[src/rtl/framebuffer_readback_pkg.sv]
// ---------------------------------------------------------------------------
// framebuffer_readback_pkg
// Framebuffer geometry and frame constants shared by control_module (which
// writes rows into port A) and framebuffer_readback (which reads them back).
// Contents:
//   ROW_WIDTH        - row-select width (32 rows)
//   BYTES_PER_ROW    - data bytes per row, a power of two
//   BYTE_INDEX_WIDTH - log2(BYTES_PER_ROW), low field of the port A address
//   FB_ADDR_WIDTH    - port A address width = {row, byte_index}
//   HEADER_BYTE      - ASCII 'L', first character of every readback frame
//   LAST_BYTE_INDEX  - byte index of the final data byte in a row
//   rowToByte()      - zero-extends a row number into the frame's row byte
// ---------------------------------------------------------------------------
package framebuffer_readback_pkg;

    localparam int unsigned ROW_WIDTH        = 5;
    localparam int unsigned BYTES_PER_ROW    = 128;
    localparam int unsigned BYTE_INDEX_WIDTH = $clog2(BYTES_PER_ROW);
    localparam int unsigned FB_ADDR_WIDTH    = 12;

    localparam logic [7:0] HEADER_BYTE = 8'h4C;

    localparam logic [BYTE_INDEX_WIDTH-1:0] LAST_BYTE_INDEX =
        BYTE_INDEX_WIDTH'(BYTES_PER_ROW - 1);

    // The row byte on the wire is the row number padded with zeros on top.
    function automatic logic [7:0] rowToByte(input logic [ROW_WIDTH-1:0] row);
        return {{(8 - ROW_WIDTH){1'b0}}, row};
    endfunction

endpackage

[src/rtl/framebuffer_readback_uart_tx_byte.sv]
// ---------------------------------------------------------------------------
// uart_tx_byte
// Sends one 8N1 character: start bit 0, eight data bits LSB-first, stop bit 1,
// each bit held for exactly UART_TICKS_PER_BIT clock cycles.
// Ports:
//   clk_in   - system clock
//   reset    - synchronous, active-high; line returns high immediately
//   data     - byte to send, taken on an accepted load
//   load     - start a character; ignored while tx_busy is high
//   tx_out   - serial line, idles high
//   tx_busy  - high while a character is on the line
//   tx_done  - one-cycle pulse once the stop bit has been fully held
// ---------------------------------------------------------------------------
module uart_tx_byte #(
    parameter int unsigned                         UART_TICKS_PER_BIT_WIDTH = 9,
    parameter logic [UART_TICKS_PER_BIT_WIDTH-1:0] UART_TICKS_PER_BIT       = 9'd434
) (
    input  logic       clk_in,
    input  logic       reset,
    input  logic [7:0] data,
    input  logic       load,
    output logic       tx_out,
    output logic       tx_busy,
    output logic       tx_done
);

    localparam logic [UART_TICKS_PER_BIT_WIDTH-1:0] LAST_TICK =
        UART_TICKS_PER_BIT_WIDTH'(UART_TICKS_PER_BIT - 1);

    logic [9:0]                          frame_q;
    logic [3:0]                          bitCount_q;
    logic [UART_TICKS_PER_BIT_WIDTH-1:0] tickCount_q;
    logic                                busy_q;
    logic                                done_q;

    // The whole character (stop, data, start) sits in one shift register and
    // the line is always its LSB. Ones are shifted in from the top, so after
    // the stop bit the line simply stays high with no extra idle logic.
    // Bit index 9 is the stop bit; when its last tick expires the character
    // is complete and tx_done pulses for a single cycle.
    always_ff @(posedge clk_in) begin
        if (reset) begin
            frame_q     <= '1;
            bitCount_q  <= '0;
            tickCount_q <= '0;
            busy_q      <= 1'b0;
            done_q      <= 1'b0;
        end else begin
            done_q <= 1'b0;
            if (!busy_q) begin
                if (load) begin
                    frame_q     <= {1'b1, data, 1'b0};
                    bitCount_q  <= '0;
                    tickCount_q <= '0;
                    busy_q      <= 1'b1;
                end
            end else if (tickCount_q == LAST_TICK) begin
                tickCount_q <= '0;
                if (bitCount_q == 4'd9) begin
                    busy_q <= 1'b0;
                    done_q <= 1'b1;
                end else begin
                    frame_q    <= {1'b1, frame_q[9:1]};
                    bitCount_q <= bitCount_q + 4'd1;
                end
            end else begin
                tickCount_q <= tickCount_q + 1'b1;
            end
        end
    end

    assign tx_out  = frame_q[0];
    assign tx_busy = busy_q;
    assign tx_done = done_q;

endmodule

[src/rtl/framebuffer_readback.sv]
// ---------------------------------------------------------------------------
// framebuffer_readback
// Reads one 128-byte framebuffer row through port A and streams it out as a
// UART frame: header 'L', the row number, then the 128 data bytes in order.
// Ports:
//   clk_in         - system clock (shared with control_module)
//   reset          - synchronous, active-high; aborts any frame in progress
//   start          - one-cycle request, only honoured when idle
//   row_select     - row to dump, latched when start is accepted
//   ram_address    - port A address {row, byte_index}
//   ram_clk_enable - port A read strobe, one cycle per data byte
//   ram_data_in    - port A read data, valid one cycle after the strobe
//   tx_out         - UART line, idles high
//   busy           - high from the cycle after an accepted start until done
//   done           - one-cycle pulse after the final stop bit
// ---------------------------------------------------------------------------
module framebuffer_readback
    import framebuffer_readback_pkg::*;
#(
    parameter int unsigned                         UART_TICKS_PER_BIT_WIDTH = 9,
    parameter logic [UART_TICKS_PER_BIT_WIDTH-1:0] UART_TICKS_PER_BIT       = 9'd434
) (
    input  logic                     clk_in,
    input  logic                     reset,
    input  logic                     start,
    input  logic [ROW_WIDTH-1:0]     row_select,
    output logic [FB_ADDR_WIDTH-1:0] ram_address,
    output logic                     ram_clk_enable,
    input  logic [7:0]               ram_data_in,
    output logic                     tx_out,
    output logic                     busy,
    output logic                     done
);

    typedef enum logic [2:0] {
        S_IDLE,
        S_HDR,
        S_ROW,
        S_FETCH,
        S_WAIT,
        S_LOAD,
        S_SEND,
        S_DONE
    } state_e;

    state_e                      state_q;
    state_e                      return_q;
    logic [ROW_WIDTH-1:0]        row_q;
    logic [BYTE_INDEX_WIDTH-1:0] byteIndex_q;
    logic                        dataSent_q;
    logic [7:0]                  fetched_q;
    logic [FB_ADDR_WIDTH-1:0]    ramAddress_q;
    logic                        ramEnable_q;
    logic                        busy_q;
    logic                        done_q;

    logic [BYTE_INDEX_WIDTH-1:0] nextIndex_d;
    logic                        txLoad;
    logic [7:0]                  txData;
    logic                        txBusy;
    logic                        txDone;

    // The row byte is followed by data byte 0, and every data byte by the
    // next one; dataSent_q tells those two cases apart when leaving SEND.
    assign nextIndex_d = dataSent_q ? byteIndex_q + 1'b1 : byteIndex_q;

    // The transmitter is loaded straight from the state so a character starts
    // on the very next edge, which keeps the inter-byte gap within 4 cycles.
    always_comb begin
        txLoad = 1'b0;
        txData = fetched_q;
        unique case (state_q)
            S_HDR: begin
                txLoad = 1'b1;
                txData = HEADER_BYTE;
            end
            S_ROW: begin
                txLoad = 1'b1;
                txData = rowToByte(row_q);
            end
            S_LOAD: begin
                txLoad = 1'b1;
            end
            default: begin
                txLoad = 1'b0;
            end
        endcase
    end

    // Frame sequencer. SEND always waits for the character to finish and then
    // jumps to return_q. The RAM strobe and address are set on the edge into
    // FETCH so the strobe is high for that single cycle only, leaving port A
    // free for the arbiter everywhere else. The read data is captured at the
    // end of WAIT, the one cycle it is guaranteed valid, and handed to the
    // transmitter in LOAD.
    always_ff @(posedge clk_in) begin
        if (reset) begin
            state_q      <= S_IDLE;
            return_q     <= S_IDLE;
            row_q        <= '0;
            byteIndex_q  <= '0;
            dataSent_q   <= 1'b0;
            fetched_q    <= '0;
            ramAddress_q <= '0;
            ramEnable_q  <= 1'b0;
            busy_q       <= 1'b0;
            done_q       <= 1'b0;
        end else begin
            ramEnable_q <= 1'b0;
            done_q      <= 1'b0;
            unique case (state_q)
                S_IDLE: begin
                    if (start) begin
                        row_q       <= row_select;
                        byteIndex_q <= '0;
                        dataSent_q  <= 1'b0;
                        busy_q      <= 1'b1;
                        state_q     <= S_HDR;
                    end
                end
                S_HDR: begin
                    return_q <= S_ROW;
                    state_q  <= S_SEND;
                end
                S_ROW: begin
                    return_q <= S_FETCH;
                    state_q  <= S_SEND;
                end
                S_FETCH: begin
                    state_q <= S_WAIT;
                end
                S_WAIT: begin
                    fetched_q <= ram_data_in;
                    state_q   <= S_LOAD;
                end
                S_LOAD: begin
                    dataSent_q <= 1'b1;
                    return_q   <= (byteIndex_q == LAST_BYTE_INDEX) ? S_DONE : S_FETCH;
                    state_q    <= S_SEND;
                end
                S_SEND: begin
                    if (txDone && !txBusy) begin
                        if (return_q == S_DONE) begin
                            busy_q  <= 1'b0;
                            done_q  <= 1'b1;
                            state_q <= S_DONE;
                        end else if (return_q == S_FETCH) begin
                            byteIndex_q  <= nextIndex_d;
                            ramAddress_q <= {row_q, nextIndex_d};
                            ramEnable_q  <= 1'b1;
                            state_q      <= S_FETCH;
                        end else begin
                            state_q <= return_q;
                        end
                    end
                end
                S_DONE: begin
                    state_q <= S_IDLE;
                end
                default: begin
                    state_q <= S_IDLE;
                end
            endcase
        end
    end

    uart_tx_byte #(
        .UART_TICKS_PER_BIT_WIDTH(UART_TICKS_PER_BIT_WIDTH),
        .UART_TICKS_PER_BIT      (UART_TICKS_PER_BIT)
    ) u_tx (
        .clk_in (clk_in),
        .reset  (reset),
        .data   (txData),
        .load   (txLoad),
        .tx_out (tx_out),
        .tx_busy(txBusy),
        .tx_done(txDone)
    );

    assign ram_address    = ramAddress_q;
    assign ram_clk_enable = ramEnable_q;
    assign busy           = busy_q;
    assign done           = done_q;

endmodule

[config.mk]
export PLATFORM = sky130hd
export DESIGN_NAME = framebuffer_readback
export DESIGN_NICKNAME = d
export VERILOG_FILES = /design/src/rtl/framebuffer_readback_pkg.sv /design/src/rtl/framebuffer_readback_uart_tx_byte.sv /design/src/rtl/framebuffer_readback.sv
export SDC_FILE = /design/constraint.sdc
export NUM_CORES = 1
export LEC_CHECK = 0
export BUFFER_PORTS_ARGS = -buffer_cell sky130_fd_sc_hd__buf_4
export CAP_MARGIN = 20
export CELL_PAD_IN_SITES_DETAIL_PLACEMENT = 1
export CELL_PAD_IN_SITES_GLOBAL_PLACEMENT = 1
export CORE_ASPECT_RATIO = 0.8
export CORE_MARGIN = 2
export CORE_UTILIZATION = 44
export DETAILED_ROUTE_END_ITERATION = 10
export PLACE_DENSITY_LB_ADDON = 0.1
export SETUP_SLACK_MARGIN = 0.1
export SYNTH_ARGS = -nofsm -noshare
export SYNTH_HDL_FRONTEND = slang
export SYNTH_SLANG_ARGS = --single-unit
[constraint.sdc]
create_clock -name clk_in -period 2.6 [get_ports clk_in]
set_input_delay 0.39 -clock clk_in [delete_from_list [all_inputs] [get_ports clk_in]]
set_output_delay 0.39 -clock clk_in [all_outputs]
set_load 0.03 [all_outputs]
==> results of run 1 <==
through the flow:
stage / hold WS, ns / setup slack (ns) / area [um2]
2_1_floorplan: 0.4357 / 0.7751 / 3085
3_3_place_gp: 0.4443 / 0.2931 / 3403
3_5_place_dp: 0.4585 / 0.1912 / 3403
4_1_cts: 0.2711 / 0.1579 / 3595
5_1_grt: 0.2850 / 0.1729 / 3600
6_report: 0.2818 / 0.3115 / 3600
cells in the final DEF (no fill, tap or decap), types with 4 or more instances in the layout:
master and count:
sky130_fd_sc_hd__nor3_1 10, sky130_fd_sc_hd__o21ai_0 21, sky130_fd_sc_hd__dfxtp_1 66, sky130_fd_sc_hd__nor2_1 39
sky130_fd_sc_hd__nand3_1 10, sky130_fd_sc_hd__clkbuf_8 11, sky130_fd_sc_hd__ha_1 5, sky130_fd_sc_hd__nand2b_1 5
sky130_fd_sc_hd__mux2i_1 13, sky130_fd_sc_hd__a211oi_1 9, sky130_fd_sc_hd__nand2_1 28, sky130_fd_sc_hd__or3_1 5
sky130_fd_sc_hd__inv_1 12, sky130_fd_sc_hd__buf_4 44, sky130_fd_sc_hd__a22oi_1 4, sky130_fd_sc_hd__xnor2_1 5
sky130_fd_sc_hd__a31oi_1 7, sky130_fd_sc_hd__a21oi_1 33, sky130_fd_sc_hd__a221oi_1 4
cells in the mapped netlist, types with 4 or more instances:
library cell,count,share of area (%)
sky130_fd_sc_hd__a211oi_1,9,2.2
sky130_fd_sc_hd__a21oi_1,33,5.4
sky130_fd_sc_hd__a221oi_1,4,1.1
sky130_fd_sc_hd__a22oi_1,4,0.97
sky130_fd_sc_hd__a31oi_1,7,1.4
sky130_fd_sc_hd__buf_1,5,0.61
sky130_fd_sc_hd__clkbuf_1,17,2.1
sky130_fd_sc_hd__dfxtp_1,66,43
sky130_fd_sc_hd__ha_1,5,2.0
sky130_fd_sc_hd__inv_1,12,1.5
sky130_fd_sc_hd__mux2i_1,13,4.2
sky130_fd_sc_hd__nand2_1,28,3.4
sky130_fd_sc_hd__nand2b_1,5,1.0
sky130_fd_sc_hd__nand3_1,10,1.6
sky130_fd_sc_hd__nor2_1,39,4.7
sky130_fd_sc_hd__nor3_1,10,1.6
sky130_fd_sc_hd__o21ai_0,21,3.4
sky130_fd_sc_hd__or3_1,5,1.0
sky130_fd_sc_hd__xnor2_1,5,1.4
flip-flops by register name, summed over array words and instances (netlist names):
register	cells
u_tx.tickCount_q	9
byteIndex_q	7
busy	1
ram_address	12
fetched_q	8
u_tx.tx_done	1
u_tx.bitCount_q	4
u_tx.tx_busy	1
done	1
ram_clk_enable	1
return_q	3
u_tx.frame_q	9
state_q	3
dataSent_q	1
row_q	5
area by class of cell:
class                           count  area share, %
Inverter                           13          1.356
Clock buffer                       11          4.206
Multi-Input combinational cell    258          44.28
Tap cell                           87          3.024
Timing Repair Buffer               45          9.315
Clock inverter                      3          1.112
Sequential cell                    66          36.71
worst paths after layout:
kind                      to            from
min             fetched_q[6]  ram_data_in[6]
max reg2reg  u_tx.frame_q[0]      state_q[1]
min reg2reg   ram_address[8]        row_q[1]
max          u_tx.frame_q[0]      state_q[1]
worst register-to-register path: stages, from the launching register on:
cell and delay (ns):
sky130_fd_sc_hd__dfxtp_1 0.64, sky130_fd_sc_hd__nor3b_2 0.44, sky130_fd_sc_hd__o31ai_1 0.17, sky130_fd_sc_hd__buf_2 0.21, sky130_fd_sc_hd__or2_1 0.35, sky130_fd_sc_hd__a221o_1 0.38
per-layer routing:
metal  share of wire (%)  track usage, %  routed length [um]  up-vias
met5                   0               0                   0        -
met4                 2.0           8.889                 163        0
met3                 3.5           5.106                 287       14
met2                  46           37.03                3749       48
met1                  49           29.72                3963     1344
li1                    -               -                   -     1373
power groups by stage:
stage	sequential [mW]	clock, mW	combinational, mW
after floorplan	1.14	0	0.322
after CTS	1.15	0.881	0.433
after global placement	1.17	0	0.415
final	1.15	0.863	0.434
after global routing	1.16	0.929	0.485
after detailed placement	1.17	0	0.429
kinds of logic after synthesis:
group | count (synthesis) | share of synthesized area, %
muxes | 13 | 4.217
xor gates and xnor gates | 7 | 1.987
DFF | 66 | 42.82
and+or+nand+nor | 127 | 21.09
buffers and inverters | 41 | 5.515
adders and majority gates | 5 | 2.028
AOI/OAI and AO/OA | 106 | 22.34
==> flow_summary.toml, run 1 <==
[cts]
worst_skew_pair.late_latency_ns = 0.34
cts_made_buffers = 9
clk_transition_reported_paths_ns = 0.07
ctsResizeCount = 0
htree_levels = 3
cts_root_buf = "sky130_fd_sc_hd__clkbuf_8"
cts_setup_buffers = 0
clock-sinks = 66
cts-hold-fix-buffers = 0
clockBufferDepth = 2
tritoncts = "built"

[critical_path]
r2r_setup_slack_ns = 0.31
path_delay_family = "simple AND/OR/NAND/NOR gates"
critical_path.n_buffers_inverters = 1
worst_path_max_delay_cell = "sky130_fd_sc_hd__dfxtp_1"
cp_data_arrival_time_ns = 2.52
timing.critical_path.depth = 5
setup.worst_path.class = "register to register"
setup.worst_path.end_class = "register"
cp-start-kind = "register"
crit_path_cell_trace = "nor3b_2, o31ai_1, buf_2, or2_1, a221o_1"
critPathRequiredTime_ns = 2.83
timing.critical_path.fanout_max = 15
max_stage_delay_ns = 0.64
rr_worst_depth = 5

[route]
first_iter_violations = 77
detail_route.wl_per_cell_um = 16.90
route.detailed.vias_per_inst = 5.754
drt-pass1-iter-count = 4
wirelength_mm = 8.164
dr_total_vias = 2779
route.detailed.drc = 0
ant_nets = 0

[worst_hold_path]
hold_depth = 3
hold_path.class = "primary input to register"

[final_layout]
drive_above_1_share_pct = 17.17
syn_to_final_growth_pct = 16.67
finalNonFillerCells = 483
n_antenna_cell = 0
final_core_util_pct = 52.75
multiInputGateArea_um2 = 1594
number_of_nets_in_the_finished_design = 414
fillCellCount = 841
regArea_um2 = 1321

[synth]
async_flop_share_pct = 0
synthesis.nets = 386
post_syn_instances = 365
synth-seq-area-share_pct = 42.82
synth_seq_cells = 66
synth_area_um2 = 3085
ys_types = 61
post_synth.cell_area_avg_um2 = 8.453
synth-main-ff-cell = "sky130_fd_sc_hd__dfxtp_1"
synth_edf_count = 0
yosys_warnings = 0

[timing]
post-route-period-util_pct = 88.02
finalSetupTns_ns = 0
hold_violations = 0
maxClockFrequency_ghz = 0.4370
finalSetupViolations = 0
final.setup_skew_ns = 0.005386
maxSlewViolCount = 0
least_margin_pin_slew_ns = 0.5206
unrepaired_setup_endpoints_after_global_routing = "false"
worst_slew_margin_rel_pct = 65.19
period_needed_ns = 2.289

[pwr]
max_vdd_drop_v = 0.0003452
share_clk_of_total_power_pct = 35.3
power_switching_share_pct = 28.84
power.total_mw = 2.447
cellLeakagePower_nw = 1.337
share_seq_of_total_power_pct = 47.0
power.share.combinational_pct = 17.8
power_density_nw_per_um2 = 679.7
internal_power_mw = 1.741
sw_power_mw = 0.7055

[global_routing]
first_global_vias = 2799
grt_antenna_before_repair = 0
gr-total-overflow = 0
grt_max_degree = 32
first_pass_grt_wire_length_mm = 14.05
track_usage_pct = 22.78

[die]
floorplan.initialDensity_pct = 45.21
io_pins = 32
core-area_um2 = 6824
fp.dieArea_um2 = 7703
floorplan.rows = 27
die-height_um = 78.90
floorplan.die.width_um = 97.63

[run]
maxCapViolations = 0

[place]
routabilityCongestion = 0.7637
placed_cells = 468
post-dp-hpwl_mm = 5.685
io_buffer_count = 31

[outcome]
status = "complete, no violations"
(Power assumes the default switching activity.)
==> inputs of run 2 (changes only) <==
--- a/config.mk
+++ b/config.mk
@@ -14,6 +14,7 @@
 export CORE_UTILIZATION = 44
 export DETAILED_ROUTE_END_ITERATION = 10
 export PLACE_DENSITY_LB_ADDON = 0.1
+export RECOVER_POWER = 25
 export SETUP_SLACK_MARGIN = 0.1
 export SYNTH_ARGS = -nofsm -noshare
 export SYNTH_HDL_FRONTEND = slang
==> run 2 against run 1 <==
Utilization shrank 0.94 points; largest cell class unchanged; via count grew 0.32%; sequential share of layout area grew 0.66 points; critical endpoint unchanged; register-to-register slack is essentially flat; fmax shrank 0.15%; highest routed layer unchanged; combinational power shrank 1%.
==> flow_summary.toml, run 2 (synthesized netlist as in run 1, its figures left out) <==
[final_layout]
layout_common_cells = "66 x sky130_fd_sc_hd__dfxtp_1, 39 x sky130_fd_sc_hd__nor2_1, 33 x sky130_fd_sc_hd__a21oi_1"
syn_to_final_growth_pct = 14.60
layout.cells.most_common = "sky130_fd_sc_hd__dfxtp_1"
final_core_util_pct = 51.82
fillCellCount = 850
largest_register_ffs = 12
n_antenna_cell = 0
drive_above_1_share_pct = 12.88
number_of_nets_in_the_finished_design = 414
finalNonFillerCells = 483

[global_routing]
grt_max_degree = 32
track_usage_pct = 22.78
first_global_vias = 2799
gr-total-overflow = 0
first_pass_grt_wire_length_mm = 14.05
grt_antenna_before_repair = 0

[cts]
cts_setup_buffers = 0
htree_levels = 3
cts_root_buf = "sky130_fd_sc_hd__clkbuf_8"
clock-sinks = 66
worst_skew_pair.late_latency_ns = 0.34
cts-hold-fix-buffers = 0
clockBufferDepth = 2
ctsResizeCount = 0
tritoncts = "built"
clk_transition_reported_paths_ns = 0.07
cts_made_buffers = 9

[timing]
period_needed_ns = 2.292
unrepaired_setup_endpoints_after_global_routing = "false"
finalSetupTns_ns = 0
hold_violations = 0
finalSetupViolations = 0
maxClockFrequency_ghz = 0.4363
worst_slew_margin_rel_pct = 65.39
maxSlewViolCount = 0
least_margin_pin_slew_ns = 0.5177
final.setup_skew_ns = 0.005260
post-route-period-util_pct = 88.15

[die]
core-area_um2 = 6824
floorplan.initialDensity_pct = 45.21
fp.dieArea_um2 = 7703
die-height_um = 78.90
floorplan.die.width_um = 97.63
floorplan.rows = 27
io_pins = 32

[critical_path]
critPathRequiredTime_ns = 2.83
cp_data_arrival_time_ns = 2.52
rr_worst_depth = 5
timing.critical_path.fanout_max = 15
setup.worst_path.end_class = "register"
setup.worst_path.class = "register to register"
cp-start-kind = "register"
r2r_setup_slack_ns = 0.31

[pwr]
power_density_nw_per_um2 = 689.8
max_vdd_drop_v = 0.0003480
power.total_mw = 2.439
cellLeakagePower_nw = 1.266

[place]
io_buffer_count = 31
placed_cells = 468
post-dp-hpwl_mm = 5.685
routabilityCongestion = 0.7637

[route]
dr_total_vias = 2788
wl_met3_um = 335
route.detailed.vias_per_inst = 5.772
wirelength_met1_mm = 3.960
wl_met2_mm = 3.779
drt-pass1-iter-count = 5
highest_routed_metal_layer = "met4"
detail_route.wl_per_cell_um = 17.01
ant_nets = 0
wirelength_mm = 8.214
first_iter_violations = 83
route.detailed.drc = 0

[worst_hold_path]
hold_depth = 3
hold_path.class = "primary input to register"

[outcome]
status = "complete, no violations"

[run]
maxCapViolations = 0
run 2: changes by cell type in the layout (fill, tap and decap cells not counted), sizes merged:
cell	before	now
buf	45	28
clkbuf	11	28
run 2: power by group:
part / internal, mW / leakage (nW) / switching [mW]
logic: 0.172 / 0.628 / 0.256
registers: 1.08 / 0.537 / 0.0682
clock network: 0.481 / 0.101 / 0.380
run 2: per-layer routing:
metal	up-vias	GRT usage (%)
met1	1344	29.72
met4	0	8.889
met5	-	0
met2	61	37.03
met3	12	5.106
li1	1371	-
run 2: layout make-up:
class | instances | area (um2) | area share, %
multi-input combinational | 258 | 1594 | 45.08
sequential | 66 | 1321 | 37.37
timing repair buffer | 45 | 271.5 | 7.679
clock buffer | 11 | 151.4 | 4.282
tap | 87 | 108.9 | 3.079
inverter | 13 | 48.80 | 1.380
clock inverter | 3 | 40.04 | 1.132
run 2: critical path, cell delays in order (launching register included):
cell and delay (ns):
sky130_fd_sc_hd__dfxtp_1 0.64, sky130_fd_sc_hd__nor3b_2 0.44, sky130_fd_sc_hd__o31ai_1 0.17, sky130_fd_sc_hd__buf_2 0.21, sky130_fd_sc_hd__or2_1 0.34, sky130_fd_sc_hd__a221o_1 0.38
run 2: path summary, 6_finish.rpt:
path                                startpoint              end
worst max-delay path                state_q[1]  u_tx.frame_q[0]
worst min-delay path            ram_data_in[6]     fetched_q[6]
worst max register to register      state_q[1]  u_tx.frame_q[0]
worst min register to register        row_q[1]   ram_address[8]
run 2: through the flow:
step	hold slack (ns)	worst slack (ns)	area, um2
after floorplan	0.4357	0.7751	3085
after global placement	0.4443	0.2931	3403
after detailed placement	0.4585	0.1912	3403
after CTS	0.2711	0.1579	3595
after global routing	0.2850	0.1729	3536
final	0.2845	0.3081	3536
